<file path="config.mk">
export PLATFORM = sky130hd
export DESIGN_NAME = mask_prefetch_server_flat
export DESIGN_NICKNAME = d
export VERILOG_FILES = /design/src/rtl/mask_prefetch_server_pkg.sv /design/src/rtl/mask_prefetch_server_if.sv /design/src/rtl/mask_prefetch_server_fifo_zeroize.sv /design/src/rtl/mask_prefetch_server.sv /design/src/flat_wrapper.sv
export SDC_FILE = /design/constraint.sdc
export NUM_CORES = 1
export LEC_CHECK = 0
export ABC_AREA = 0
export CAP_MARGIN = 15
export CORE_UTILIZATION = 45
export CTS_BUF_LIST = sky130_fd_sc_hd__clkbuf_8
export DETAILED_ROUTE_END_ITERATION = 16
export SLEW_MARGIN = 10
export SYNTH_ARGS = -nofsm -noshare
export SYNTH_HDL_FRONTEND = slang
export SYNTH_SLANG_ARGS = --single-unit
export TNS_END_PERCENT = 5
</file>
<file path="constraint.sdc">
create_clock -name clk -period 8 [get_ports clk]
set_input_delay 1.2 -clock clk [delete_from_list [all_inputs] [get_ports clk]]
set_output_delay 1.2 -clock clk [all_outputs]
set_load 0.005 [all_outputs]
</file>
<file path="src/rtl/mask_prefetch_server_pkg.sv">
// Shared types and sizing helpers for the mask prefetch server.
package mask_srv_pkg;

  typedef enum logic {
    IDLE,
    WAIT
  } up_state_e;

  localparam int MASK_WIDTH_DEF = 32;
  localparam int DEPTH_DEF      = 4;

  function automatic int cnt_width(input int depth);
    return $clog2(depth) + 1;
  endfunction

endpackage

</file>
<file path="src/rtl/mask_prefetch_server_if.sv">
// Sampler-side and DRBG-side handshake signals of the mask prefetch server.
interface mask_prefetch_server_if
  import mask_srv_pkg::*;
#(
  parameter int MASK_WIDTH = MASK_WIDTH_DEF
);

  logic                  req_mask;
  logic [MASK_WIDTH-1:0] mask_out;
  logic                  mask_valid;
  logic                  drbg_gen_mask;
  logic [MASK_WIDTH-1:0] drbg_mask_in;
  logic                  drbg_mask_valid;
  logic                  drbg_reseeding;

  modport slave (
    input  req_mask, drbg_mask_in, drbg_mask_valid, drbg_reseeding,
    output mask_out, mask_valid, drbg_gen_mask
  );

  modport master (
    output req_mask, drbg_mask_in, drbg_mask_valid, drbg_reseeding,
    input  mask_out, mask_valid, drbg_gen_mask
  );

endinterface

</file>
<file path="src/rtl/mask_prefetch_server_fifo_zeroize.sv">
// Synchronous mask FIFO that zeroes each entry as it is popped and all entries on flush.
module mask_fifo_zeroize #(
  parameter int WIDTH     = 32,
  parameter int DEPTH     = 4,
  parameter int CNT_WIDTH = 3
) (
  input  logic                 clk,
  input  logic                 rst,
  input  logic                 i_push,
  input  logic [WIDTH-1:0]     i_data,
  input  logic                 i_pop,
  input  logic                 i_flush,
  output logic [WIDTH-1:0]     o_head,
  output logic [CNT_WIDTH-1:0] o_count,
  output logic                 o_overflow
);

  localparam int PTR_W = $clog2(DEPTH);

  logic [WIDTH-1:0]     r_mem [DEPTH];
  logic [PTR_W-1:0]     r_wptr;
  logic [PTR_W-1:0]     r_rptr;
  logic [CNT_WIDTH-1:0] r_count;
  logic                 w_full;
  logic                 w_do_pop;
  logic                 w_do_push;

  assign w_full     = (r_count == CNT_WIDTH'(DEPTH));
  assign w_do_pop   = i_pop && (r_count != '0) && !i_flush;
  // A pop frees the slot the same cycle, so push into a full FIFO is legal then.
  assign w_do_push  = i_push && (!w_full || w_do_pop) && !i_flush;
  assign o_overflow = i_push && !i_flush && w_full && !w_do_pop;
  assign o_head     = r_mem[r_rptr];
  assign o_count    = r_count;

  always_ff @(posedge clk or posedge rst) begin
    if (rst) begin
      // NOTE: storage is reset too, so no mask word outlives a reset.
      for (int i = 0; i < DEPTH; i++) r_mem[i] <= '0;
      r_wptr  <= '0;
      r_rptr  <= '0;
      r_count <= '0;
    end else if (i_flush) begin
      for (int i = 0; i < DEPTH; i++) r_mem[i] <= '0;
      r_wptr  <= '0;
      r_rptr  <= '0;
      r_count <= '0;
    end else begin
      if (w_do_pop) begin
        r_mem[r_rptr] <= '0;
        r_rptr        <= r_rptr + 1'b1;
      end
      if (w_do_push) begin
        r_mem[r_wptr] <= i_data;
        r_wptr        <= r_wptr + 1'b1;
      end
      if (w_do_push && !w_do_pop)      r_count <= r_count + 1'b1;
      else if (w_do_pop && !w_do_push) r_count <= r_count - 1'b1;
    end
  end

endmodule

</file>
<file path="src/rtl/mask_prefetch_server.sv">
// Serves sampler mask requests from a prefetched DRBG word FIFO; flushes on reseed.
module mask_prefetch_server
  import mask_srv_pkg::*;
#(
  parameter int MASK_WIDTH = MASK_WIDTH_DEF,
  parameter int DEPTH      = DEPTH_DEF,
  parameter int CNT_WIDTH  = cnt_width(DEPTH),
  parameter int TIMEOUT    = 64
) (
  input  logic                 clk,
  input  logic                 rst,
  mask_prefetch_server_if.slave bus,
  output logic [CNT_WIDTH-1:0] fill_level,
  output logic                 err
);

  localparam int TCNT_W = $clog2(TIMEOUT);

  up_state_e             r_state;
  logic [TCNT_W-1:0]     r_tcnt;
  logic                  r_req_q;
  logic                  r_dn_pend;
  logic                  r_mask_valid;
  logic [MASK_WIDTH-1:0] r_mask_out;
  logic                  r_gen_mask;
  logic                  r_err;

  logic                  w_flush;
  logic                  w_pend;
  logic                  w_pop;
  logic                  w_push;
  logic                  w_overflow;
  logic [MASK_WIDTH-1:0] w_head;
  logic [CNT_WIDTH-1:0]  w_count;

  assign w_flush = bus.drbg_reseeding;
  // A fresh rising edge counts as pending this cycle, giving the 1-cycle hit latency.
  assign w_pend  = r_dn_pend | (bus.req_mask & ~r_req_q);
  assign w_pop   = w_pend && (w_count != '0) && !w_flush;
  assign w_push  = (r_state == WAIT) && bus.drbg_mask_valid && !w_flush;

  mask_fifo_zeroize #(
    .WIDTH    (MASK_WIDTH),
    .DEPTH    (DEPTH),
    .CNT_WIDTH(CNT_WIDTH)
  ) u_fifo (
    .clk       (clk),
    .rst       (rst),
    .i_push    (w_push),
    .i_data    (bus.drbg_mask_in),
    .i_pop     (w_pop),
    .i_flush   (w_flush),
    .o_head    (w_head),
    .o_count   (w_count),
    .o_overflow(w_overflow)
  );

  always_ff @(posedge clk or posedge rst) begin
    if (rst) begin
      r_req_q      <= 1'b0;
      r_dn_pend    <= 1'b0;
      r_mask_valid <= 1'b0;
      r_mask_out   <= '0;
    end else begin
      r_req_q <= bus.req_mask;
      if (w_pop) begin
        r_mask_valid <= 1'b1;
        r_mask_out   <= w_head;
        r_dn_pend    <= 1'b0;
      end else begin
        r_mask_valid <= 1'b0;
        r_mask_out   <= '0;
        r_dn_pend    <= w_pend;
      end
    end
  end

  always_ff @(posedge clk or posedge rst) begin
    if (rst) begin
      r_state    <= IDLE;
      r_tcnt     <= '0;
      r_gen_mask <= 1'b0;
      r_err      <= 1'b0;
    end else begin
      r_gen_mask <= 1'b0;
      if (w_overflow) r_err <= 1'b1;
      if (w_flush) begin
        r_state <= IDLE;
      end else begin
        case (r_state)
          IDLE: begin
            if (w_count < CNT_WIDTH'(DEPTH)) begin
              r_gen_mask <= 1'b1;
              r_tcnt     <= '0;
              r_state    <= WAIT;
            end
          end
          WAIT: begin
            if (bus.drbg_mask_valid) begin
              r_state <= IDLE;
            end else if (r_tcnt == TCNT_W'(TIMEOUT - 1)) begin
              r_err   <= 1'b1;
              r_state <= IDLE;
            end else begin
              r_tcnt <= r_tcnt + 1'b1;
            end
          end
          default: r_state <= IDLE;
        endcase
      end
    end
  end

  assign bus.mask_valid    = r_mask_valid;
  assign bus.mask_out      = r_mask_out;
  assign bus.drbg_gen_mask = r_gen_mask;
  assign fill_level        = w_count;
  assign err               = r_err;

endmodule
</file>
<file path="src/flat_wrapper.sv">
// flat-port wrapper written by rule: the top's interface ports become plain ports
module mask_prefetch_server_flat import mask_srv_pkg::*;
#(
  parameter int MASK_WIDTH = MASK_WIDTH_DEF,
  parameter int DEPTH      = DEPTH_DEF,
  parameter int CNT_WIDTH  = cnt_width(DEPTH),
  parameter int TIMEOUT    = 64
)
  (clk, rst, fill_level, err, bus_req_mask, bus_drbg_mask_in, bus_drbg_mask_valid, bus_drbg_reseeding, bus_mask_out, bus_mask_valid, bus_drbg_gen_mask);
  mask_prefetch_server_if #(.MASK_WIDTH(MASK_WIDTH)) bus_i ();
  input  logic clk;
  input  logic rst;
  output logic [CNT_WIDTH-1:0] fill_level;
  output logic err;
  input wire logic [$bits(bus_i.req_mask)-1:0] bus_req_mask;
  input wire logic [$bits(bus_i.drbg_mask_in)-1:0] bus_drbg_mask_in;
  input wire logic [$bits(bus_i.drbg_mask_valid)-1:0] bus_drbg_mask_valid;
  input wire logic [$bits(bus_i.drbg_reseeding)-1:0] bus_drbg_reseeding;
  output wire logic [$bits(bus_i.mask_out)-1:0] bus_mask_out;
  output wire logic [$bits(bus_i.mask_valid)-1:0] bus_mask_valid;
  output wire logic [$bits(bus_i.drbg_gen_mask)-1:0] bus_drbg_gen_mask;
  assign bus_i.req_mask = bus_req_mask;
  assign bus_i.drbg_mask_in = bus_drbg_mask_in;
  assign bus_i.drbg_mask_valid = bus_drbg_mask_valid;
  assign bus_i.drbg_reseeding = bus_drbg_reseeding;
  assign bus_mask_out = bus_i.mask_out;
  assign bus_mask_valid = bus_i.mask_valid;
  assign bus_drbg_gen_mask = bus_i.drbg_gen_mask;
  mask_prefetch_server #(.MASK_WIDTH(MASK_WIDTH), .DEPTH(DEPTH), .CNT_WIDTH(CNT_WIDTH), .TIMEOUT(TIMEOUT)) u_core (.clk(clk), .rst(rst), .bus(bus_i), .fill_level(fill_level), .err(err));
endmodule
</file>
==> flow_summary.rst <==
.. list-table::
   :header-rows: 1

   * - Metric
     - Value
   * - Critical path required time
     - 8.32 ns
   * - CTS sink cnt
     - 179
   * - Setup slack of the worst register-to-register path
     - 5.09 ns
   * - Total grt overflow
     - 0
   * - Clock Tree Buf Depth
     - 2
   * - Final hold viol count
     - 0
   * - Detailed Route Iter0 Violations
     - 407
   * - Clock insertion delay at the later pin of the skew report
     - 0.47 ns
   * - Count of flip-flops with a built-in enable after synthesis
     - 0
   * - Most prevalent standard cell on the critical path
     - nor2b_1
   * - Post-DP HPWL
     - 10200 µm
   * - Slowest-stage cell, CP
     - nor2b_1
   * - Fill cells
     - 1587
   * - Capturing instance or port of the critical path
     - u_core.u_fifo.o_count[2]
   * - Critical register-to-register path endpoint
     - u_core.u_fifo.o_count[2]
   * - H-Tree Depth
     - 4
   * - Worst slew slack as a fraction of its limit
     - 0.239
   * - Count of different cell masters after synthesis
     - 43
   * - Tightest Hold Check Type
     - register to register
   * - Clock period minus worst slack
     - 3.80 ns
   * - Most common library cell in the layout ignoring fill and taps
     - dfrtp_1
   * - Final worst-path cycle share
     - 0.475
   * - Area of combinational cells with multiple inputs
     - 0.00300 mm²
   * - Maximum vdd ir drop
     - 0.141 mV
   * - Run status
     - completed
   * - CTS tree
     - done
   * - Cell Area, Synth
     - 0.00821 mm²
   * - Clock Skews
     - 0.0122 ns
   * - Via-per-instance ratio
     - 5.76
   * - Leading register cell type out of synthesis
     - dfrtp_1
   * - Std-Cell Core Area
     - 0.0179 mm²
   * - Overall die area
     - 0.0188 mm²
   * - Number of nets produced by synthesis
     - 749
   * - Worst R2R Start
     - u_core.r_req_q
   * - Number of antenna violations at the first check in global routing
     - 1
   * - Die Height
     - 137 µm
   * - Site Rows
     - 49
   * - Initial core utilization
     - 0.459
   * - Fraction of final layout cells with drive strength greater than 1
     - 0.114
   * - Final setup vio count
     - 0
   * - Vias after detailed routing
     - 5649
   * - 1st-pass router iterations
     - 4
   * - Measured slew at the worst slew-check pin
     - 1.14 ns
   * - Slew Viols, Final
     - 0
   * - Total number of yosys warnings
     - 0
   * - Vias in the first global route
     - 5836
   * - Leak
     - 3.75 nW
   * - Sum Neg Setup Slack
     - 0 ns
   * - Ys async rst share
     - 1.00
   * - Endpoint arrival time on the critical path
     - 4.12 ns
   * - Fraction of the core area covered by cells at the end of the flow
     - 0.526
   * - Die extent in x
     - 137 µm
   * - Final net count
     - 786
   * - Gate Count Post-Synth
     - 702
   * - Sequential cell area fraction in the yosys report
     - 0.546
   * - Area taken by flip-flops and latches
     - 0.00448 mm²
   * - Global-route usage over all layers
     - 0.217
   * - Area grow syn2layout
     - 14.8%
   * - Count of antenna diodes in the layout
     - 0
   * - Clock buffers created by TritonCTS
     - 17
   * - IO buf count
     - 74
   * - Number of I/O pins
     - 75
   * - Critical Setup Path Class
     - input pin to register
   * - Number of post-CTS setup repair buffers
     - 0
   * - Most frequent cells in the layout
     - dfrtp_1, inv_1, o32ai_1
   * - Residual antenna-violating net count after detailed routing
     - 0
   * - Slowest stage delay, CP
     - 0.66 ns
   * - Startpoint of the most critical setup path
     - bus_req_mask
   * - Reg clk slew, reported paths
     - 0.09 ns
   * - Worst Setup End Kind
     - register
   * - Reg2Reg Depth
     - 8
   * - Total routed wirelength
     - 18800 µm
   * - Post-route DRC violation count
     - 0
   * - Worst hold path startpoint
     - u_core.err
   * - Maximum fanout along the worst path
     - 11
   * - RSZ-0062 raised after global routing
     - false
   * - Hold buffers post-CTS
     - 0
   * - Pin count of the biggest net entering global routing
     - 111
   * - Gpl congestion
     - 0.754
   * - Flip-flop and latch count after synthesis
     - 179
   * - CP Cell Sequence
     - clkdlybuf4s50_1 -> nor2b_1 -> o21ai_1 -> nor2_2 -> nor2b_1 -> fa_1 -> or4_1 -> a31oi_1 -> a21oi_1
   * - First-pass GRT wire length
     - 30500 µm
   * - Synth Area per Inst
     - 11.7 µm²
   * - Mean routed wirelength per cell
     - 19.2 µm
   * - Critical Path Source Type
     - input pin
   * - Pwr Density
     - 214 mW/mm²
   * - Count of maximum capacitance violations
     - 0
   * - Peak Freq
     - 263 MHz
   * - Clock tree root buffer cell
     - clkbuf_8
   * - Number of gates given a new drive strength after cts
     - 0
[stage by stage]
step                hold WS (ns)  cells  total power, mW  setup slack [ns]  cell area (µm²)
finish                     0.491    981             2.01              4.20             9430
global route               0.526    981             2.11              4.02             9430
CTS                        0.503    981             2.03              4.26             9430
detailed placement         0.481    949             1.47              3.73             9070
global placement           0.475    949             1.46              3.82             9070
floorplan                  0.463    702             1.31              1.94             8210
[layout make-up]
type                            instances  area share
Sequential cell                       179       0.476
Multi-Input combinational cell        323       0.318
Timing Repair Buffer                   79      0.0823
Inverter                              139      0.0559
Tap cell                              229      0.0304
Clock buffer                           20      0.0292
Clock inverter                         12     0.00863
[cell families (layout without fill, tap and decap cells)]
family / after synthesis / after routing / share of synthesized area
XOR/XNOR: 3 / 3 / 0.00320
flip-flops: 179 / 179 / 0.546
adder cells (fa/ha/maj): 10 / 10 / 0.0162
multiplexers: 36 / 36 / 0.0934
AND/OR/NAND/NOR: 111 / 111 / 0.0822
AO/OA/AOI/OAI: 163 / 163 / 0.164
buffers and inverters: 200 / 250 / 0.0950
[worst max-delay path, delay by kind of cell]
family	cells	cell delay, ns
buffers and inverters	1	0.50
AOI/OAI and AO/OA	3	0.54
and+or+nand+nor	4	1.45
adders and majority gates	1	0.44
[per-layer routing]
layer	track usage	share of wire
met2	0.354	0.49
met5	0	0
met3	0.0363	0.047
met1	0.293	0.45
met4	0.0733	0.015
[sequential cells by signal, summed over array words and instances, names as in the netlist, 2 cells and up]
| name | flops |
|---|---|
| u_core.bus.mask_out | 32 |
| u_core.r_tcnt | 6 |
| u_core.u_fifo.o_count | 3 |
| u_core.u_fifo.r_mem | 128 |
| u_core.u_fifo.r_rptr | 2 |
| u_core.u_fifo.r_wptr | 2 |
[synthesized netlist by cell type (6+ instances only)]
cell	instances	area (µm²)
o32ai_1	128	1120
buf_2	17	85.1
nor2_1	7	26.3
clkbuf_1	42	158
inv_1	139	522
and2_1	32	200
nand2_1	11	41.3
a21oi_1	12	60.1
dfrtp_1	179	4480
nand2b_1	34	213
o211ai_1	6	45.0
mux4_2	32	721
ha_1	9	113
[where the power goes]
part           leakage, nW  internal (mW)  switching [mW]
registers             2.48          0.946          0.0631
clock network        0.177          0.239           0.327
logic                 1.09          0.169           0.268
total                 3.75           1.35           0.658
[worst min path at each step]
| stage | cells past startpoint | slack, ns | to |
|---|---|---|---|
| floorplan | 2 | 0.46 | u_core.r_tcnt[1] |
| global placement | 2 | 0.47 | u_core.err |
| detailed placement | 2 | 0.48 | u_core.err |
| CTS | 2 | 0.50 | u_core.err |
| global route | 2 | 0.53 | u_core.err |
| finish | 2 | 0.49 | u_core.err |
Note: power is estimated with default switching activity, not from simulation.
